===== src/rtl/pipeline_retire_monitor_if.sv =====
// Retire-stage observation bundle: RW-stage inputs, trace drain handshake and status outputs.
interface pipeline_retire_monitor_if #(
    parameter int unsigned TRACE_DEPTH = 16,
    parameter int unsigned CNT_W       = 32
);
    localparam int unsigned LVL_W = $clog2(TRACE_DEPTH) + 1;

    logic              RW_isWb;
    logic [3:0]        RW_rd;
    logic [31:0]       RW_Data_value;
    logic [31:0]       input_RW_PC;
    logic              isDataInterLock;
    logic              is_Branch_Taken;
    logic              isLastInstruction;
    logic              trace_valid;
    logic              trace_ready;
    logic [67:0]       trace_data;
    logic [LVL_W-1:0]  trace_level;
    logic              trace_overflow;
    logic [CNT_W-1:0]  cycle_count;
    logic [CNT_W-1:0]  wb_count;
    logic [CNT_W-1:0]  stall_count;
    logic [CNT_W-1:0]  flush_count;
    logic [1:0]        state;
    logic              done;
    logic              timeout;

    modport master (
        output RW_isWb, RW_rd, RW_Data_value, input_RW_PC, isDataInterLock,
               is_Branch_Taken, isLastInstruction, trace_ready,
        input  trace_valid, trace_data, trace_level, trace_overflow, cycle_count,
               wb_count, stall_count, flush_count, state, done, timeout
    );

    modport slave (
        input  RW_isWb, RW_rd, RW_Data_value, input_RW_PC, isDataInterLock,
               is_Branch_Taken, isLastInstruction, trace_ready,
        output trace_valid, trace_data, trace_level, trace_overflow, cycle_count,
               wb_count, stall_count, flush_count, state, done, timeout
    );
endinterface


===== src/rtl/pipeline_retire_monitor.sv =====
// Retire monitor: saturating perf counters, writeback trace FIFO and a run/drain/done/timeout FSM
// that gives the host a hardware completion flag.
//
// state    | meaning
// ST_RUN   | observing the pipeline, idle timer armed
// ST_DRAIN | last instruction seen, counting out DRAIN_CYCLES more active cycles
// ST_DONE  | run finished normally; counters frozen, trace FIFO still drains
// ST_TIMEOUT | no writeback for TIMEOUT_CYCLES RUN cycles; frozen like DONE
module pipeline_retire_monitor #(
    parameter int unsigned TRACE_DEPTH    = 16,
    parameter int unsigned CNT_W          = 32,
    parameter int unsigned DRAIN_CYCLES   = 4,
    parameter int unsigned TIMEOUT_CYCLES = 4096
) (
    input  logic                    clk,
    input  logic                    reset,
    pipeline_retire_monitor_if.slave mon
);
    localparam int unsigned PTR_W = $clog2(TRACE_DEPTH);
    localparam int unsigned LVL_W = PTR_W + 1;
    localparam int unsigned DRN_W = $clog2(DRAIN_CYCLES + 1);

    localparam logic [LVL_W-1:0] FULL_LVL    = LVL_W'(TRACE_DEPTH);
    localparam logic [DRN_W-1:0] DRAIN_LOAD  = DRN_W'(DRAIN_CYCLES);
    localparam logic [31:0]      TIMEOUT_LIM = 32'(TIMEOUT_CYCLES);

    typedef enum logic [1:0] {
        ST_RUN     = 2'd0,
        ST_DRAIN   = 2'd1,
        ST_DONE    = 2'd2,
        ST_TIMEOUT = 2'd3
    } state_e;

    state_e            state_q, state_d;
    logic [DRN_W-1:0]  drain_q, drain_d;
    logic [31:0]       idle_q, idle_d;

    logic [CNT_W-1:0]  cycle_q, cycle_d;
    logic [CNT_W-1:0]  wb_q, wb_d;
    logic [CNT_W-1:0]  stall_q, stall_d;
    logic [CNT_W-1:0]  flush_q, flush_d;

    logic [67:0]       mem_q [TRACE_DEPTH];
    logic [PTR_W-1:0]  wr_ptr_q, wr_ptr_d;
    logic [PTR_W-1:0]  rd_ptr_q, rd_ptr_d;
    logic [LVL_W-1:0]  level_q, level_d;
    logic              ovf_q, ovf_d;

    logic              active;
    logic              push;
    logic              pop;
    logic              full;
    logic              wr_en;

    function automatic logic [CNT_W-1:0] sat_inc(input logic [CNT_W-1:0] v, input logic en);
        return (en && (v != '1)) ? v + CNT_W'(1) : v;
    endfunction

    assign active = (state_q == ST_RUN) || (state_q == ST_DRAIN);

    always_comb begin
        state_d = state_q;
        drain_d = drain_q;
        idle_d  = idle_q;
        unique case (state_q)
            ST_RUN: begin
                // Last instruction takes priority over a timeout on the same edge.
                if (mon.isLastInstruction) begin
                    state_d = ST_DRAIN;
                    drain_d = DRAIN_LOAD;
                    idle_d  = '0;
                end else if (mon.RW_isWb) begin
                    idle_d = '0;
                end else if (TIMEOUT_CYCLES != 0) begin
                    idle_d = idle_q + 32'd1;
                    if (idle_d == TIMEOUT_LIM) begin
                        state_d = ST_TIMEOUT;
                    end
                end
            end
            ST_DRAIN: begin
                drain_d = drain_q - DRN_W'(1);
                if (drain_q == DRN_W'(1)) begin
                    state_d = ST_DONE;
                end
            end
            default: begin
            end
        endcase
    end

    always_comb begin
        cycle_d = cycle_q;
        wb_d    = wb_q;
        stall_d = stall_q;
        flush_d = flush_q;
        if (active) begin
            cycle_d = sat_inc(cycle_q, 1'b1);
            wb_d    = sat_inc(wb_q, mon.RW_isWb);
            stall_d = sat_inc(stall_q, mon.isDataInterLock);
            flush_d = sat_inc(flush_q, mon.is_Branch_Taken);
        end
    end

    // A full FIFO still accepts a push when the head leaves on the same edge.
    assign push  = active && mon.RW_isWb;
    assign pop   = (level_q != '0) && mon.trace_ready;
    assign full  = (level_q == FULL_LVL);
    assign wr_en = push && (!full || pop);

    always_comb begin
        wr_ptr_d = wr_ptr_q;
        rd_ptr_d = rd_ptr_q;
        level_d  = level_q;
        ovf_d    = ovf_q | (push && full && !pop);
        if (wr_en) begin
            wr_ptr_d = wr_ptr_q + PTR_W'(1);
        end
        if (pop) begin
            rd_ptr_d = rd_ptr_q + PTR_W'(1);
        end
        unique case ({wr_en, pop})
            2'b10:   level_d = level_q + LVL_W'(1);
            2'b01:   level_d = level_q - LVL_W'(1);
            default: level_d = level_q;
        endcase
    end

    always_ff @(posedge clk) begin
        if (reset) begin
            state_q  <= ST_RUN;
            drain_q  <= '0;
            idle_q   <= '0;
            cycle_q  <= '0;
            wb_q     <= '0;
            stall_q  <= '0;
            flush_q  <= '0;
            wr_ptr_q <= '0;
            rd_ptr_q <= '0;
            level_q  <= '0;
            ovf_q    <= 1'b0;
        end else begin
            state_q  <= state_d;
            drain_q  <= drain_d;
            idle_q   <= idle_d;
            cycle_q  <= cycle_d;
            wb_q     <= wb_d;
            stall_q  <= stall_d;
            flush_q  <= flush_d;
            wr_ptr_q <= wr_ptr_d;
            rd_ptr_q <= rd_ptr_d;
            level_q  <= level_d;
            ovf_q    <= ovf_d;
        end
    end

    always_ff @(posedge clk) begin
        if (wr_en) begin
            mem_q[wr_ptr_q] <= {mon.input_RW_PC, mon.RW_rd, mon.RW_Data_value};
        end
    end

    // Head is masked while empty so the data output is zero out of reset.
    assign mon.trace_valid    = (level_q != '0);
    assign mon.trace_data     = (level_q != '0) ? mem_q[rd_ptr_q] : '0;
    assign mon.trace_level    = level_q;
    assign mon.trace_overflow = ovf_q;
    assign mon.cycle_count    = cycle_q;
    assign mon.wb_count       = wb_q;
    assign mon.stall_count    = stall_q;
    assign mon.flush_count    = flush_q;
    assign mon.state          = state_q;
    assign mon.done           = (state_q == ST_DONE);
    assign mon.timeout        = (state_q == ST_TIMEOUT);
endmodule


===== src/flat_wrapper.sv =====
// flat-port wrapper written by rule: the top's interface ports become plain ports
module pipeline_retire_monitor_flat 
#(
    parameter int unsigned TRACE_DEPTH    = 16,
    parameter int unsigned CNT_W          = 32,
    parameter int unsigned DRAIN_CYCLES   = 4,
    parameter int unsigned TIMEOUT_CYCLES = 4096
)
  (clk, reset, mon_RW_isWb, mon_RW_rd, mon_RW_Data_value, mon_input_RW_PC, mon_isDataInterLock, mon_is_Branch_Taken, mon_isLastInstruction, mon_trace_ready, mon_trace_valid, mon_trace_data, mon_trace_level, mon_trace_overflow, mon_cycle_count, mon_wb_count, mon_stall_count, mon_flush_count, mon_state, mon_done, mon_timeout);
  pipeline_retire_monitor_if #(.TRACE_DEPTH(TRACE_DEPTH), .CNT_W(CNT_W)) mon_i ();
  input  logic clk;
  input  logic reset;
  input wire logic [$bits(mon_i.RW_isWb)-1:0] mon_RW_isWb;
  input wire logic [$bits(mon_i.RW_rd)-1:0] mon_RW_rd;
  input wire logic [$bits(mon_i.RW_Data_value)-1:0] mon_RW_Data_value;
  input wire logic [$bits(mon_i.input_RW_PC)-1:0] mon_input_RW_PC;
  input wire logic [$bits(mon_i.isDataInterLock)-1:0] mon_isDataInterLock;
  input wire logic [$bits(mon_i.is_Branch_Taken)-1:0] mon_is_Branch_Taken;
  input wire logic [$bits(mon_i.isLastInstruction)-1:0] mon_isLastInstruction;
  input wire logic [$bits(mon_i.trace_ready)-1:0] mon_trace_ready;
  output wire logic [$bits(mon_i.trace_valid)-1:0] mon_trace_valid;
  output wire logic [$bits(mon_i.trace_data)-1:0] mon_trace_data;
  output wire logic [$bits(mon_i.trace_level)-1:0] mon_trace_level;
  output wire logic [$bits(mon_i.trace_overflow)-1:0] mon_trace_overflow;
  output wire logic [$bits(mon_i.cycle_count)-1:0] mon_cycle_count;
  output wire logic [$bits(mon_i.wb_count)-1:0] mon_wb_count;
  output wire logic [$bits(mon_i.stall_count)-1:0] mon_stall_count;
  output wire logic [$bits(mon_i.flush_count)-1:0] mon_flush_count;
  output wire logic [$bits(mon_i.state)-1:0] mon_state;
  output wire logic [$bits(mon_i.done)-1:0] mon_done;
  output wire logic [$bits(mon_i.timeout)-1:0] mon_timeout;
  assign mon_i.RW_isWb = mon_RW_isWb;
  assign mon_i.RW_rd = mon_RW_rd;
  assign mon_i.RW_Data_value = mon_RW_Data_value;
  assign mon_i.input_RW_PC = mon_input_RW_PC;
  assign mon_i.isDataInterLock = mon_isDataInterLock;
  assign mon_i.is_Branch_Taken = mon_is_Branch_Taken;
  assign mon_i.isLastInstruction = mon_isLastInstruction;
  assign mon_i.trace_ready = mon_trace_ready;
  assign mon_trace_valid = mon_i.trace_valid;
  assign mon_trace_data = mon_i.trace_data;
  assign mon_trace_level = mon_i.trace_level;
  assign mon_trace_overflow = mon_i.trace_overflow;
  assign mon_cycle_count = mon_i.cycle_count;
  assign mon_wb_count = mon_i.wb_count;
  assign mon_stall_count = mon_i.stall_count;
  assign mon_flush_count = mon_i.flush_count;
  assign mon_state = mon_i.state;
  assign mon_done = mon_i.done;
  assign mon_timeout = mon_i.timeout;
  pipeline_retire_monitor #(.TRACE_DEPTH(TRACE_DEPTH), .CNT_W(CNT_W), .DRAIN_CYCLES(DRAIN_CYCLES), .TIMEOUT_CYCLES(TIMEOUT_CYCLES)) u_core (.clk(clk), .reset(reset), .mon(mon_i));
endmodule

===== config.mk =====
export PLATFORM = sky130hd
export DESIGN_NAME = pipeline_retire_monitor_flat
export DESIGN_NICKNAME = d
export VERILOG_FILES = /design/src/rtl/pipeline_retire_monitor_if.sv /design/src/rtl/pipeline_retire_monitor.sv /design/src/flat_wrapper.sv
export SDC_FILE = /design/constraint.sdc
export NUM_CORES = 1
export LEC_CHECK = 0
export CAP_MARGIN = 5
export CORE_MARGIN = 4
export CORE_UTILIZATION = 39
export CTS_BUF_LIST = sky130_fd_sc_hd__clkbuf_8
export DETAILED_ROUTE_END_ITERATION = 10
export HOLD_SLACK_MARGIN = 0.03
export PLACE_DENSITY_LB_ADDON = 0.15
export SLEW_MARGIN = 20
export SYNTH_ARGS = -nofsm -noshare
export SYNTH_HDL_FRONTEND = slang
export SYNTH_SLANG_ARGS = --single-unit
export TNS_END_PERCENT = 50

===== constraint.sdc =====
create_clock -name clk -period 8.68 [get_ports clk]
set_clock_uncertainty 0.2 [all_clocks]
set_input_delay 0.868 -clock clk [delete_from_list [all_inputs] [get_ports clk]]
set_output_delay 0.868 -clock clk [all_outputs]
set_load 0.01 [all_outputs]

==> impl_metrics.ini <==
[routing]
vias = 26800
drt-vias-per-instance = 5.44
routedWlPerCell_um = 25.2
detail_route.first_pass.iterations = 5
drt_iter0_markers = 2060
drc = 0
detail_route.wirelength_mm = 125
route.antenna.remaining_nets = 0

[finish]
fin_nets = 3188
layout_cells_excl_fill = 4935
multi_input_area_um2 = 13300
final_cell_mix = sky130_fd_sc_hd__edfxtp_1, sky130_fd_sc_hd__mux4_2, sky130_fd_sc_hd__clkdlybuf4s50_1, sky130_fd_sc_hd__clkbuf_8, sky130_fd_sc_hd__nor2_1
layout.cells.most_common = sky130_fd_sc_hd__edfxtp_1
area.sequential_um2 = 36300
area_growth_syn_to_layout_pct = 17.7
drive_gt1_share_pct = 21.0
final.fill_count = 10800

[placement]
gp_routability_congestion = 0.789
dp.final_hpwl_mm = 68.2
io_buffer_count = 281
dpl.cell_count = 4542

[critical_path]
path_max_fanout = 67
crit_path_frequent_cell = sky130_fd_sc_hd__mux4_2
timing.critical_path.to_type = primary output
worst_ep_arrival_time_ps = 4460
worst_path_largest_cell_delay_ps = 760
series_of_cell_instances_along_the_critical_path = buf_12 -> buf_16 -> mux4_2 -> mux4_2 -> and2_1 -> clkdlybuf4s50_1
startpoint_type = register
critPathKind = register to primary output
critPathTopFamily = buffers and inverters
critPathBufInv = 3
critical_path_required_ps = 7610
crit_slowest_cell = sky130_fd_sc_hd__dfxtp_4

[clocking]
post-cts-setup-buffer-count = 0
cts_max_level = 4
numClockSinks = 1271
clock_insertion_delay_at_the_later_pin_of_the_skew_report_ps = 890
tritoncts = done
num_cts_buffers = 211
cts.path.max_buffers = 3
cts.reportedPaths.clkPinSlew_ps = 60
ctsResizeCount = 0
cts-hold-fix-buffers = 0
clock-root-buffer = sky130_fd_sc_hd__clkbuf_8

[synthesis]
synth-main-ff-cell = sky130_fd_sc_hd__edfxtp_1
synthesis.area_um2 = 50100
count_of_different_cell_masters_after_synthesis = 61
synthesis.instances = 2692
top_cell_type_s_share_of_synthesized_area_pct = 65.2
synth_edf_count = 1088
average_instance_area_after_synthesis_um2 = 18.6
cells_taking_the_most_area_after_synthesis = sky130_fd_sc_hd__edfxtp_1, sky130_fd_sc_hd__mux4_2, sky130_fd_sc_hd__dfxtp_1
ys_async_sr_fraction_pct = 0
yosys_warnings = 0
synthesis.nets = 2784
synth.yosys.seq_area_share_pct = 72.5
synth.largest_area_cell = sky130_fd_sc_hd__edfxtp_1
synth.ff_latch_count = 1271

[global_route]
grt_max_degree = 147
grt-ovfl-total = 0
grt_antenna_before_repair = 11
global_route_wire_length_before_repair_mm = 185
first_global_vias = 28100
global_route.usage.total_pct = 18.4

[timing]
timing.setup.tns_ps = 0
unrepaired_setup_endpoints_after_global_routing = no
drv_slew = 0
slew_at_the_pin_closest_to_its_max_slew_limit_ps = 1100
clock.fmax_mhz = 181
min_period_over_period_pct = 63.7
max_slew_margin_pct = 26.6
timing.final.crit_period_ps = 5530
final-hold-violation-count = 0
report.final.setup_viol = 0

[pwr]
ir_worst_vdd_v = 0.000278
power.density_nw_per_um2 = 256
power.leakage_nw = 18.5
net-switching-power_mw = 4.12
p_sw_share_pct = 27.3
pwr-share-comb_pct = 22.0
finalPower_mw = 15.1
p_int_mw = 11.0
power.share.sequential_pct = 45.6
power.share.clock_pct = 32.4

[floorplan]
die_width_um = 367
pin_count = 282
fp.dieH_um = 367
start_util_pct = 39.3
die_area_um2 = 134000
core_area_um2 = 128000
core.rowCount = 131

[min_path]
worst_hold_path_type = input pin to register

[run_status]
outcome = finished clean

[job]
drv_cap = 0
[registers in the layout, indices dropped and copies added, names as in the netlist, 4 cells and up, named ones only]
name and cells:
u_core.rd_ptr_q 4, u_core.idle_q 32, u_core.mon.flush_count 32, u_core.mon.trace_level 5
u_core.mon.stall_count 32, u_core.mon.cycle_count 32, u_core.mon.wb_count 32, u_core.mem_q 1088
u_core.wr_ptr_q 4
[worst paths after layout]
kind                                          startpoint                                      to  slack (ps)  cells past startpoint
hold reg to reg          u_core.rd_ptr_q[1]$_SDFFE_PP0P_                                register         300                      2
hold / removal                                     reset  u_core.mon.stall_count[4]$_SDFFE_PP0P_         250                      2
setup / recovery                                register                      mon_trace_data[28]        3150                      6
setup reg to reg  u_core.mon.trace_level[0]$_SDFFE_PP0P_  u_core.mon.trace_level[4]$_SDFFE_PP0P_        4480                     11
[layer usage]
layer | vias up | part of all wire (%) | global-route usage, %
li1 | 11600 | - | -
met4 | 8 | 2.0 | 5.16
met2 | 857 | 49 | 30.5
met3 | 205 | 6.1 | 4.10
met5 | - | 0.043 | 0
met1 | 14100 | 43 | 24.5
[area by class of cell]
| class | count | area share, % |
|---|---|---|
| diodes | 4 | 0.0170 |
| clock buffers | 223 | 5.20 |
| clock inverters | 163 | 1.45 |
| inverters | 17 | 0.108 |
| multi-input cells | 1268 | 22.6 |
| flip-flops and latches | 1271 | 61.6 |
| well taps | 1662 | 3.52 |
| repair buffers | 327 | 5.55 |
[kinds of logic after synthesis]
kind of cell,Yosys count,share of synthesized area [%]
XOR/XNOR,136,2.38
buffers and inverters,153,1.18
AND/OR/NAND/NOR,639,6.56
adder cells (fa/ha/maj),17,0.439
flip-flops,1271,72.5
AO/OA/AOI/OAI,131,1.60
multiplexers,345,15.4
[Yosys cell counts (all sizes together), types with 2 or more instances]
cell type	number
a211o	2
a211oi	6
a21o	2
a21oi	47
a22oi	8
a311oi	5
a31oi	8
and2	84
and3	27
and4	25
buf	26
clkbuf	110
dfxtp	183
edfxtp	1088
ha	16
inv	16
mux2i	5
mux4	340
nand2	105
nand2b	4
nand3	52
nand4	48
nor2	208
nor2b	5
nor3	40
nor3b	3
nor4	11
o211ai	2
o21ai	41
o31ai	2
o41ai	2
or2	4
or3	14
or4	4
or4b	2
xnor2	48
xor2	88
[stage by stage]
step                utilization, %  area, um^2  hold slack [ps]  worst slack (ps)
floorplan                        -       50100              254              1470
global placement              43.1       55000              267              3530
detailed placement            43.1       55000              288              3720
CTS                           46.2       59000              192              2830
global route                  46.2       59000              217              2760
finish                        46.2       59000              247              3150
[power groups by stage]
stage / registers, mW / logic, mW / clock network, mW
after global routing: 6.92 / 3.57 / 5.38
after floorplan: 6.98 / 2.00 / 0
after detailed placement: 7.04 / 3.37 / 0
final: 6.90 / 3.33 / 4.90
after CTS: 6.92 / 3.40 / 5.07
after global placement: 7.03 / 3.35 / 0
Power figures use the tool's default switching activity.
